## config.mk

```make
export PLATFORM = sky130hd
export DESIGN_NAME = rr_mux_reg_flat
export DESIGN_NICKNAME = d
export VERILOG_FILES = /design/src/rtl/rr_mux_reg_if.sv /design/src/rtl/rr_mux_reg.sv /design/src/flat_wrapper.sv
export SDC_FILE = /design/constraint.sdc
export NUM_CORES = 1
export LEC_CHECK = 0
export CAP_MARGIN = 20
export CORE_MARGIN = 8
export CORE_UTILIZATION = 38
export DETAILED_ROUTE_END_ITERATION = 12
export PLACE_DENSITY_LB_ADDON = 0.2
export SYNTH_ARGS = -nofsm -noshare
export SYNTH_HDL_FRONTEND = slang
export SYNTH_SLANG_ARGS = --single-unit
```

## constraint.sdc

```tcl
create_clock -name clk -period 2.3 [get_ports clk]
set_clock_uncertainty 0.05 [all_clocks]
set_input_delay 0.23 -clock clk [delete_from_list [all_inputs] [get_ports clk]]
set_output_delay 0.23 -clock clk [all_outputs]
set_load 0.005 [all_outputs]
```

## src/rtl/rr_mux_reg_if.sv

```systemverilog
// Handshake bundle between N request sources and the arbitrating mux, plus its registered output port.
// The slave modport is the mux side; the master modport is the sources/sink side.
interface rr_mux_reg_if #(
    parameter int WIDTH = 32,
    parameter int NCH   = 4
);
    localparam int CHW = (NCH > 1) ? $clog2(NCH) : 1;

    logic [NCH-1:0]       in_valid;
    logic [NCH*WIDTH-1:0] in_data;
    logic [NCH-1:0]       in_ready;
    logic                 out_valid;
    logic [WIDTH-1:0]     out_data;
    logic [CHW-1:0]       out_ch;
    logic                 out_ready;

    modport slave (
        input  in_valid, in_data, out_ready,
        output in_ready, out_valid, out_data, out_ch
    );

    modport master (
        output in_valid, in_data, out_ready,
        input  in_ready, out_valid, out_data, out_ch
    );
endinterface

```

## src/rtl/rr_mux_reg.sv

```systemverilog
// N-channel arbitrating mux (round-robin or fixed priority) into one output register; 1-cycle latency.
// Backpressure: the register reloads only when empty or drained this cycle; in_ready is 0 while stalled.
module rr_mux_reg #(
    parameter int WIDTH = 32,
    parameter int NCH   = 4,
    parameter bit RR    = 1'b1
) (
    input  logic         clk,
    input  logic         rst_n,
    rr_mux_reg_if.slave  bus
);
    localparam int CHW = (NCH > 1) ? $clog2(NCH) : 1;

    typedef struct packed {
        logic             vld;
        logic [CHW-1:0]   ch;
        logic [WIDTH-1:0] dat;
    } out_t;

    out_t           out_q, out_d;
    logic [CHW-1:0] ptr_q, ptr_d;

    logic           load;
    logic           gnt_vld;
    logic [CHW-1:0] gnt_idx;
    logic [CHW-1:0] gnt_nxt;
    logic [CHW-1:0] base;
    logic [WIDTH-1:0] gnt_dat;

    assign load = !out_q.vld || bus.out_ready;
    assign base = RR ? ptr_q : '0;

    // Search base, base+1, ... wrapping at NCH so non-power-of-2 counts never index past the last channel.
    always_comb begin : arb
        logic [CHW:0] sum;
        sum     = '0;
        gnt_vld = 1'b0;
        gnt_idx = '0;
        for (int k = 0; k < NCH; k++) begin
            sum = {1'b0, base} + (CHW+1)'(k);
            if (sum >= (CHW+1)'(NCH)) begin
                sum = sum - (CHW+1)'(NCH);
            end
            if (!gnt_vld && bus.in_valid[sum[CHW-1:0]]) begin
                gnt_vld = 1'b1;
                gnt_idx = sum[CHW-1:0];
            end
        end
    end

    always_comb begin
        gnt_dat = '0;
        for (int i = 0; i < NCH; i++) begin
            if (gnt_idx == CHW'(i)) begin
                gnt_dat = bus.in_data[i*WIDTH +: WIDTH];
            end
        end
    end

    assign gnt_nxt = (gnt_idx == CHW'(NCH-1)) ? '0 : gnt_idx + CHW'(1);

    // rst_n gates the accept so no source sees a handshake while the block is held in reset.
    always_comb begin
        bus.in_ready = '0;
        if (rst_n && load && gnt_vld) begin
            bus.in_ready[gnt_idx] = 1'b1;
        end
    end

    always_comb begin
        out_d = out_q;
        ptr_d = ptr_q;
        if (load) begin
            if (gnt_vld) begin
                out_d.vld = 1'b1;
                out_d.ch  = gnt_idx;
                out_d.dat = gnt_dat;
                if (RR) begin
                    ptr_d = gnt_nxt;
                end
            end else begin
                out_d.vld = 1'b0;
            end
        end
    end

    always_ff @(posedge clk or negedge rst_n) begin
        if (!rst_n) begin
            out_q <= '0;
            ptr_q <= '0;
        end else begin
            out_q <= out_d;
            ptr_q <= ptr_d;
        end
    end

    assign bus.out_valid = out_q.vld;
    assign bus.out_data  = out_q.dat;
    assign bus.out_ch    = out_q.ch;

    a_ready_onehot: assert property (@(posedge clk) disable iff (!rst_n) $onehot0(bus.in_ready));
    a_ptr_range:    assert property (@(posedge clk) disable iff (!rst_n) {1'b0, ptr_q} < (CHW+1)'(NCH));
    a_stall_hold:   assert property (@(posedge clk) disable iff (!rst_n)
                                     (out_q.vld && !bus.out_ready) |=> $stable(out_q));
endmodule

```

## src/flat_wrapper.sv

```systemverilog
// flat-port wrapper written by rule: the top's interface ports become plain ports
module rr_mux_reg_flat 
#(
    parameter int WIDTH = 32,
    parameter int NCH   = 4,
    parameter bit RR    = 1'b1
)
  (clk, rst_n, bus_in_valid, bus_in_data, bus_out_ready, bus_in_ready, bus_out_valid, bus_out_data, bus_out_ch);
  rr_mux_reg_if #(.WIDTH(WIDTH), .NCH(NCH)) bus_i ();
  input  logic clk;
  input  logic rst_n;
  input wire logic [$bits(bus_i.in_valid)-1:0] bus_in_valid;
  input wire logic [$bits(bus_i.in_data)-1:0] bus_in_data;
  input wire logic [$bits(bus_i.out_ready)-1:0] bus_out_ready;
  output wire logic [$bits(bus_i.in_ready)-1:0] bus_in_ready;
  output wire logic [$bits(bus_i.out_valid)-1:0] bus_out_valid;
  output wire logic [$bits(bus_i.out_data)-1:0] bus_out_data;
  output wire logic [$bits(bus_i.out_ch)-1:0] bus_out_ch;
  assign bus_i.in_valid = bus_in_valid;
  assign bus_i.in_data = bus_in_data;
  assign bus_i.out_ready = bus_out_ready;
  assign bus_in_ready = bus_i.in_ready;
  assign bus_out_valid = bus_i.out_valid;
  assign bus_out_data = bus_i.out_data;
  assign bus_out_ch = bus_i.out_ch;
  rr_mux_reg #(.WIDTH(WIDTH), .NCH(NCH), .RR(RR)) u_core (.clk(clk), .rst_n(rst_n), .bus(bus_i));
endmodule
```

After elaboration in Yosys (flattened, before gate mapping)
Cells that the tools add are included.
{"block": "classes", "add_sub_neg": 8, "order_cmp": 10, "eq_ne": 3, "mux": 29, "n_reduce_logical": 13}
{"cell": "32-bit 2-to-1 mux", "n": 4}
{"cell": "2-bit 2-to-1 mux", "n": 9}
{"cell": "2-bit by 3-bit less-than comparator with 1-bit output (second input constant)", "n": 5}
{"cell": "1-bit 2-to-1 mux", "n": 10}
{"cell": "3-bit greater-or-equal comparator (second input constant)", "n": 3}
{"cell": "1-bit binary-select mux with 2-bit select", "n": 4}
{"cell": "2-bit by 1-bit subtractor with 2-bit output (second input constant)", "n": 4}
{"cell": "2-bit by 2-bit adder with 3-bit output (second input constant)", "n": 2}
{"cell": "1-bit logical AND", "n": 6}
{"cell": "2-bit == test (second input constant)", "n": 2}
{"cell": "1-bit zero test", "n": 4}
{"cell": "4-bit 2-to-1 mux", "n": 1}
{"cell": "2-bit by 1-bit adder with 3-bit output (second input constant)", "n": 1}
{"cell": "2-bit by 3-bit greater-or-equal comparator with 1-bit output (second input constant)", "n": 1}
{"cell": "2-bit by 1-bit adder with 2-bit output (second input constant)", "n": 1}
{"cell": "1-bit demux with 2-bit select", "n": 1}
{"cell": "2-bit by 1-bit == test with 1-bit output (second input constant)", "n": 1}
{"cell": "2-bit by 1-bit greater-or-equal comparator with 1-bit output (second input constant)", "n": 1}
{"cell": "2-bit zero test", "n": 1}
{"cell": "2-bit AND reduction", "n": 1}
{"cell": "1-bit logical OR", "n": 1}
{"block": "word_totals", "regBits": 37, "in_bits": 135, "out_inout_bits": 39, "elab_cells": 67}

Logic depth before layout (Yosys ltp)
{"block": "logic_depth", "word_depth": 19, "mapped_depth": 9, "ltp_nobuf": 7}

Least setup slack after synthesis
No wires, ideal clock.
{"block": "synth_timing", "kind": "reg2reg", "startpoint": "register u_core.ptr_q[0], in the netlist u_core.base[0]", "endpoint": "register u_core.out_q (netlist bit u_core.bus.out_data[10])", "setup_time_ns": 0.082, "arrival_ns": 1.950, "t_required_ns": 2.168, "slack_ns": 0.218, "stages_incl_launch_ff": 10, "n_path_buf": 2, "synth_period_minus_slack_ns": 2.082, "path_cell_list": "dfrtp_1 nor2b_1 o21ba_2 or2_2 ha_1 buf_2 clkbuf_1 nand3b_1 a221o_1 a31oi_1"}
{"block": "synth_via", "elab_chain_len": 19, "elab_cells_between_ends": 46, "cone_classes": "add/sub: 7; order compare: 4; eq/ne: 3; mux: 24; reduce/logical: 8"}
{"item": "from (decl)", "line": "rr_mux_reg.sv:21", "source": "logic [CHW-1:0] ptr_q, ptr_d;"}
{"item": "from (signal assigned)", "line": "rr_mux_reg.sv:93", "source": "ptr_q <= ptr_d;"}
{"item": "branches (longest 19 deep; another with 2-bit by 1-bit adder with 3-bit output)"}
{"item": "to (signal assigned)", "line": "rr_mux_reg.sv:92", "source": "out_q <= out_d;"}
{"item": "to (decl)", "line": "rr_mux_reg.sv:20", "source": "out_t out_q, out_d;"}
Parallel ways; which one is timed is not known. The select of a mux whose other input is x is not followed.
A chain may end at the register's enable or synchronous reset.

Worst setup path after layout
{"block": "layout_timing", "startpoint": "register u_core.ptr_q[0], in the netlist u_core.base[0]", "endpoint": "output port bus_in_ready[3]"}
{"block": "layout_via", "elab_chain_len": 19, "elab_cells_between_ends": 44, "cone_classes": "add/sub: 7; order compare: 6; mux: 23; reduce/logical: 8"}
{"item": "branches (longest 13 deep; another with 2-bit by 1-bit adder with 3-bit output)"}
{"item": "2-bit 2-to-1 mux (*)", "line": "rr_mux_reg.sv:44", "source": "if (!gnt_vld && bus.in_valid[sum[CHW-1:0]]) begin"}
{"item": "via u_core.gnt_idx[0]", "line": "rr_mux_reg.sv:25", "source": "logic [CHW-1:0] gnt_idx;"}
{"item": "2-bit by 3-bit less-than comparator with 1-bit output (implied by the code) or 2-bit by 1-bit greater-or-equal comparator with 1-bit output (tied branches)", "line": "rr_mux_reg.sv:66", "source": "bus.in_ready[gnt_idx] = 1'b1;"}
{"item": "1-bit logical AND (implied by the code)", "line": "rr_mux_reg.sv:66"}
{"item": "1-bit 2-to-1 mux (implied by the code)", "line": "rr_mux_reg.sv:66"}
{"item": "1-bit demux with 2-bit select (*)"}
{"item": "4-bit 2-to-1 mux (*)", "line": "rr_mux_reg.sv:65", "source": "if (rst_n && load && gnt_vld) begin"}
{"item": "to (decl)", "line": "flat_wrapper.sv:15", "source": "output wire logic [$bits(bus_i.in_ready)-1:0] bus_in_ready;"}
Mark *: on every way through the listed nets, which the timed path passes. The select of a mux whose other input is x is not followed.

==> metrics.cfg <==
[global_route]
grt_pass1_vias=3374
grt_start_max_net_pins=41
antenna_found_initial=0
overflow=0
grt_use_total=0.206
grt_pass1_wl_um=16800

[cells_and_area]
final_nets=647
area_delta_synth_final_pct=75.9
layout_commonest_cell=clkdlybuf4s50_1
layout_common_cells=clkdlybuf4s50_1 (164), dfrtp_1 (36), a21oi_1 (35)
diodes=0
finish.utilization=0.683
layout-drive-gt1-share=0.173
fin_area_mm2=0.00490
n_fill_cell=593

[die]
core_mm2=0.00718
row_count=31
fp.dieW_um=102
pin_count=174
die-area_mm2=0.0103
start_util=0.388
die_h_um=102

[worst_setup_path]
setup.worst_path.class=reg2out
cp_max_fo=3
worstPathArrival_ps=1930
critPathLaunch=u_core.base[0]
reg2reg_from=u_core.base[0]
cp-end-kind=output port
rrSetupSlack_ps=170
reg2reg_to=u_core.bus.out_data[9]
crit_required_ps=2020
start_kind=flop
reg2regPathDepth=8

[logic_synthesis]
synth_warnings=0
synth-compound-area-share=0.369
synth.area.mux_share=0.00404
syn_area_per_cell_um2=8.40
synth_top_cell_area_share=0.332
synth_simple_gate_area_share=0.173
yosysTopAreaCell=dfrtp_1
ys_ff_latch=37
synth_top_family_by_area=compound AO/OA/AOI/OAI gates
ys_seq_area_frac=0.332
synth-main-ff-cell=dfrtp_1
syn_area_mm2=0.00279
synth_edf_count=0
syn_inst=332
synth_adder_area_share=0.0180
synthArstFlopShare=1.00
ys_top_cells_by_area=dfrtp_1 (33%), a221o_1 (11%), a21oi_2 (9.4%)
synth_cell_types=30
synthesis.nets=471
synth_xor_area_frac=0

[drt]
final_antenna_net_count=0
drc_errors=0
firstDrtPassIters=6
wl_per_cell_um=18.4
routed_wl_um=11200
via_per_inst=5.35
drt_iter0_drc=129
vias=3248

[min_path]
hold_path_class=in2async

[power_and_ir_drop]
p_int_mw=2.65
p_per_area_mw_per_mm2=858
pwr-share-comb=0.623
p_sw_mw=1.56
peakVddDrop_mv=0.320
p_total_mw=4.21
switching_share=0.371
power_frac_clock=0.110
p_leak_nw=1.94
p_seq_frac=0.267

[timing]
setup_viol=0
max_slew_margin=0.762
hold_violations=0
fin_crit_ps=2210
worst_pin_slew_ps=352
max_freq_ghz=0.453
holdWs_ps=304
period_share=0.960
rsz0062_at_grt=false
drv_slew=0

[placement]
port_buffers=173
hpwl_um=8500
gp_congestion=0.883
placed_area_mm2=0.00473

[clocking]
cts_sinks=37
clk_latency_ps=280
cts_buffers=5
htree_num_levels=2
cts_buffer_depth=2
clkSlewWorstSetupHoldPaths_ps=70
cts_tree=done
root_buffer=clkbuf_8

[outcome]
outcome=complete, no violations

[run]
maxCapViolCount=0

-- routing by layer --
metal / routed length [um] / track usage / vias to the layer above
li1: - / - / 1567
met3: 1030 / 0.0625 / 12
met2: 5400 / 0.360 / 126
met4: 153 / 0.0573 / 0
met1: 4610 / 0.236 / 1543
met5: 0 / 0 / -
-- logic make-up (layout without fill, tap and decap cells) --
logic type,after synthesis,after routing
adder cells (fa/ha/maj),4,4
buffers and inverters,68,244
AND/OR/NAND/NOR,84,84
AO/OA/AOI/OAI,138,138
flip-flops,37,37
multiplexers,1,1
-- per-stage QoR --
| step | cells | worst slack, ps | setup TNS, ps |
|---|---|---|---|
| final | 607 | 91.4 | 0 |
| after global routing | 607 | 13.8 | 0 |
| after CTS | 607 | 39.9 | 0 |
| after detailed placement | 597 | -345 | -11000 |
| after global placement | 597 | -241 | -7280 |
| after floorplan | 332 | 218 | 0 |
-- cells in the mapped netlist (2+ instances only) --
cell / count
dfrtp_1: 37
a21oi_2: 30
nor2b_1: 5
nor2_1: 2
nand2_1: 34
o21ai_0: 2
inv_1: 32
and3_1: 5
ha_1: 4
buf_2: 10
a21oi_1: 35
buf_1: 3
or2_2: 2
a31oi_1: 32
a221o_1: 32
nand3b_1: 32
clkbuf_1: 20
buf_6: 3
-- power groups by stage --
stage,sequential [mW],combinational (mW),clock [mW]
2_1_floorplan,1.14,1.30,0
6_report,1.12,2.62,0.463
4_1_cts,1.12,2.62,0.486
5_1_grt,1.16,2.83,0.499
3_3_place_gp,1.12,2.50,0
3_5_place_dp,1.13,2.55,0
-- repair_timing --
item                                    CTS  global route
setup buffers                             2             0
hold buffers                              1             0
endpoints found under the setup margin   28            30
hold endpoints to repair                  7             0
cloned                                    0             0
pin swaps                                 4             0
resized for setup                        19             5
-- sequential cells by signal (all words and copies together) (netlist names) --
register,count
u_core.bus.out_ch,2
u_core.bus.out_data,32
u_core.bus.out_valid,1
u_core.base,2
-- area by class of cell --
class | instances | area, um^2 | area share
Timing Repair Buffer | 205 | 2000 | 0.407
Multi-Input combinational cell | 227 | 1650 | 0.336
Sequential cell | 37 | 927 | 0.189
Tap cell | 99 | 124 | 0.0253
Inverter | 32 | 120 | 0.0245
Clock buffer | 7 | 86.3 | 0.0176
-- how the worst max path moves through the flow --
stage | slack, ps | depth (start not counted) | to
floorplan | 220 | 9 | u_core.bus.out_data[10]
global placement | -240 | 9 | u_core.bus.out_data[19]
detailed placement | -340 | 9 | u_core.bus.out_data[19]
CTS | 40 | 7 | bus_in_ready[3]
global route | 10 | 6 | bus_in_ready[3]
finish | 90 | 6 | bus_in_ready[3]
-- worst max-delay path, cell delays in order, from the launching register on --
cell	delay, ps
dfrtp_1	390
nor2b_1	80
o21bai_1	270
and3_4	270
ha_2	220
and3_1	170
dlygate4sd2_1	250
(Power assumes the default switching activity.)
==> edit 1 (same settings) <==
`WIDTH` is set to 32 in 3 places; all go to 64.
--- a/src/rtl/rr_mux_reg_if.sv
+++ b/src/rtl/rr_mux_reg_if.sv
@@ -2,5 +2,5 @@
 // The slave modport is the mux side; the master modport is the sources/sink side.
 interface rr_mux_reg_if #(
-    parameter int WIDTH = 32,
+    parameter int WIDTH = 64,
     parameter int NCH   = 4
 );
--- a/src/rtl/rr_mux_reg.sv
+++ b/src/rtl/rr_mux_reg.sv
@@ -2,5 +2,5 @@
 // Backpressure: the register reloads only when empty or drained this cycle; in_ready is 0 while stalled.
 module rr_mux_reg #(
-    parameter int WIDTH = 32,
+    parameter int WIDTH = 64,
     parameter int NCH   = 4,
     parameter bit RR    = 1'b1
--- a/src/flat_wrapper.sv
+++ b/src/flat_wrapper.sv
@@ -2,5 +2,5 @@
 module rr_mux_reg_flat 
 #(
-    parameter int WIDTH = 32,
+    parameter int WIDTH = 64,
     parameter int NCH   = 4,
     parameter bit RR    = 1'b1
Interface: changed (resized bus_in_data and bus_out_data); port bits go from 174 to 334. No check against the original RTL was run, so the function may have changed too.
==> edit 1 against the original RTL <==
The flow now finishes with violations (negative setup slack); design area increased by 110%; area after synthesis grew 82%; wire length up 150%; sequential cell count is 32 higher; worst hold slack got worse by 0.071 ns; global-route usage rose by 8.5 points; final cell count increased by 94%; power grew to 2.7 times the old value; via count rose by 110%; worst setup slack worse by 0.25 ns; sequential share of layout area down 1.9 points; critical endpoint is now u_core.bus.out_data[36].
==> edit 1: results (changes against the original RTL) <==
* Share of post-route cells with drive strength above 1 at 19.26% (+1.9 points)
* Crit Path Max Fanout at 18 (+15)
* TNS Setup at -6.157 ns (-6.157 ns)
* I/O Buffers at 333 (+92%)
* Worst setup endpoint: u_core.bus.out_data[36]
* Failing checks: negative setup slack
* Outcome: complete, but fails checks
* Crit path DAT at 2.66 ns (+0.73 ns)
* Netlist cell types at 32 (+6.7%)
* Leak at 4.039 nW (+110%)
* Sequential power share at 19.6% (-7.1 points)
* Placer Congestion at 0.9248 (+4.8%)
* Crit path kind: flop to flop
* Dpl hpwl at 17,790 um (+110%)
* Mapped Nets at 896 (+90%)
* Pin count of the biggest net entering global routing at 67 (+63%)
* Vias in the first global route at 7,446 (+120%)
* Post-CTS setup buffer count at 29 (+27)
* # setup viols final at 65 (+65)
* Clk Latency, worst-skew pair at 0.34 ns (+0.06 ns)
* First-pass GRT wire length at 40,480 um (+140%)
* Total track usage at 29.07% (+8.5 points)
* Worst setup margin at -0.1605 ns (-0.2520 ns)
* Worst-case reg-to-reg path depth at 11 (+3)
* Area contributors post-synth: dfrtp_1, a221o_1, a21oi_1
## edit 1: routing by layer
layer | wire length (um) | GRT usage, % | up-vias | share of wire [%]
li1 | - | - | 3064 | -
met3 | 2515 | 7.698 | 96 | 9.1
met5 | 0 | 0 | - | 0
met1 | 10280 | 31.43 | 3319 | 37
met2 | 13360 | 50.27 | 439 | 48
met4 | 1439 | 17.29 | 0 | 5.2
## edit 1: critical path, stage by stage, from the launching register on
cell and delay [ns]:
dfrtp_1 0.42, buf_6 0.15, buf_4 0.14, a21oi_2 0.19, or2_4 0.19, buf_4 0.13
ha_4 0.13, buf_6 0.15, buf_12 0.17, nand3b_1 0.09, a221o_1 0.34, a31oi_1 0.20
## edit 1: layout make-up
class	instances	area, um2	share of cell area, %
Clock buffer	9	225.2	2.218
Tap cell	176	220.2	2.169
Clock inverter	7	66.31	0.6532
Multi-Input combinational cell	424	3054	30.08
Timing Repair Buffer	428	4616	45.46
Inverter	65	244.0	2.403
Sequential cell	69	1727	17.01
## edit 1: worst min-delay path by stage
stage	start	to	slack, ns	cells after the start
2_1_floorplan	rst_n	u_core.base[0]	-0.12	0
3_3_place_gp	rst_n	u_core.bus.out_data[57]	0.02	1
3_5_place_dp	rst_n	u_core.bus.out_data[55]	0.02	1
4_1_cts	rst_n	u_core.bus.out_data[55]	0.21	2
5_1_grt	rst_n	u_core.bus.out_data[55]	0.24	2
6_report	rst_n	u_core.bus.out_data[58]	0.23	2
## edit 1: cells by family (layout without fill, tap and decap cells)
group | after synthesis | after routing | synth area share, %
AO/OA/AOI/OAI | 268 | 268 | 36.90
AND/OR/NAND/NOR | 151 | 151 | 16.87
buffers and inverters | 136 | 509 | 10.94
flip-flops | 69 | 69 | 34.08
adder cells (fa/ha/maj) | 4 | 4 | 0.9879
multiplexers | 1 | 1 | 0.2223
==> edit 2 (config.mk and constraints unchanged) <==
Without the edit above. Make the reset (`rst_n`) synchronous in one clocked block.
--- a/src/rtl/rr_mux_reg.sv
+++ b/src/rtl/rr_mux_reg.sv
@@ -85,5 +85,5 @@
     end
 
-    always_ff @(posedge clk or negedge rst_n) begin
+    always_ff @(posedge clk) begin
         if (!rst_n) begin
             out_q <= '0;
Formal check against the unedited RTL: differs if rst_n is asserted again (counterexample within 4 cycles, from zero or initial values and one cycle with rst_n low); with rst_n held inactive, the same outputs for 10 cycles.
==> edit 2 against the original RTL <==
The run now ends with negative setup slack left; critical endpoint is now u_core.bus.out_data[31]; area after synthesis shrank 13%; power shrank 29%; register-to-register slack lost 0.18 ns; wire length shrank 8.6%; synthesized cell count shrank 10%; non-clock buffer count grew 5; first-iteration DRC count shrank 26%; sequential cell count is the same; sequential power shrank 26%; clock power grew 9.5%; largest power group unchanged; highest routed layer unchanged; worst setup slack lost 0.099 ns; combinational power shrank 37%; largest cell class unchanged; design area shrank 5.1%.
==> edit 2: results (changes against the original RTL) <==
* Clock Network Area Fraction at 2.179% (+0.42 points)
* M1 wire length at 3917 um (-15%)
* Overall routed net length at 10,220 um (-8.6%)
* Met3 Track Usage GR at 5.772% (-0.48 points)
* Leak at 1.818 nW (-6.5%)
* Final nets at 622 (-3.9%)
* Worst setup margin at -0.008009 ns (-0.09944 ns)
* Routed len/inst at 18.22 um (-1.1%)
* Failing checks: negative setup slack
* Mapped Nets at 437 (-7.2%)
* Multi-input gates at 195 (-14%)
* Power share of the clock group at 17.0% (+6.0 points)
* DR iter-0 viols at 95 (-26%)
* Critical path's slowest cell: dfxtp_4
* Placed insts at 540 (-9.5%)
* Avg Inst Size Synth at 8.145 um2 (-3.0%)
* Post-DP Area at 0.004273 mm2 (-9.7%)
* # setup viols final at 1 (+1)
* Netlist cell types at 32 (+6.7%)
* R2R Setup Slk at -0.008 ns (-0.18 ns)
* Outcome: complete, but fails checks
* Slew margin rel. at 74.39% (-1.8 points)
* Total track usage at 20.10% (-0.51 points)
* Final non-clock buffer share at 45.40% (+4.7 points)
* Fraction of area in registers at 16.08% (-2.8 points)
* Via density at 5.408 (+1.1%)
* Sequential element share of the synthesized area at 30.52% (-2.7 points)
* DR WL met2 at 5191 um (-3.9%)
* Pin count of the biggest net entering global routing at 43 (+4.9%)
* Placer Congestion at 0.7644 (-13%)
* TNS Setup at -0.008009 ns (-0.008009 ns)
* Multi-input combinational area share at 30.47% (-3.2 points)
* Vias in the first global route at 3,049 (-9.6%)
* GR Layer Usage met2 at 36.74% (+0.73 points)
* R2R Path Start: u_core.base[1]
-- edit 2: per-stage QoR --
| stage | worst slack [ns] | power, mW |
|---|---|---|
| 6_report | -0.008009 | 2.977 |
| 5_1_grt | -0.1028 | 3.157 |
| 4_1_cts | 0.001980 | 2.876 |
| 3_5_place_dp | -0.4128 | 2.243 |
| 3_3_place_gp | -0.3014 | 2.212 |
| 2_1_floorplan | 0.2070 | 1.575 |
-- edit 2: what timing repair did --
item | in CTS | in global routing
setup buffers | 6 | 6
gates cloned | 1 | 1
hold buffers | 0 | 0
endpoints found under the setup margin | 36 | 33
gates resized for setup | 19 | 18
pin swaps | 12 | 25
-- edit 2: cells by family after synthesis --
group | share of synthesized area [%]
AOI/OAI and AO/OA | 40.31
DFF | 30.52
adders and majority gates | 2.062
and+or+nand+nor | 10.98
buffers and inverters | 15.72
muxes | 0.4124
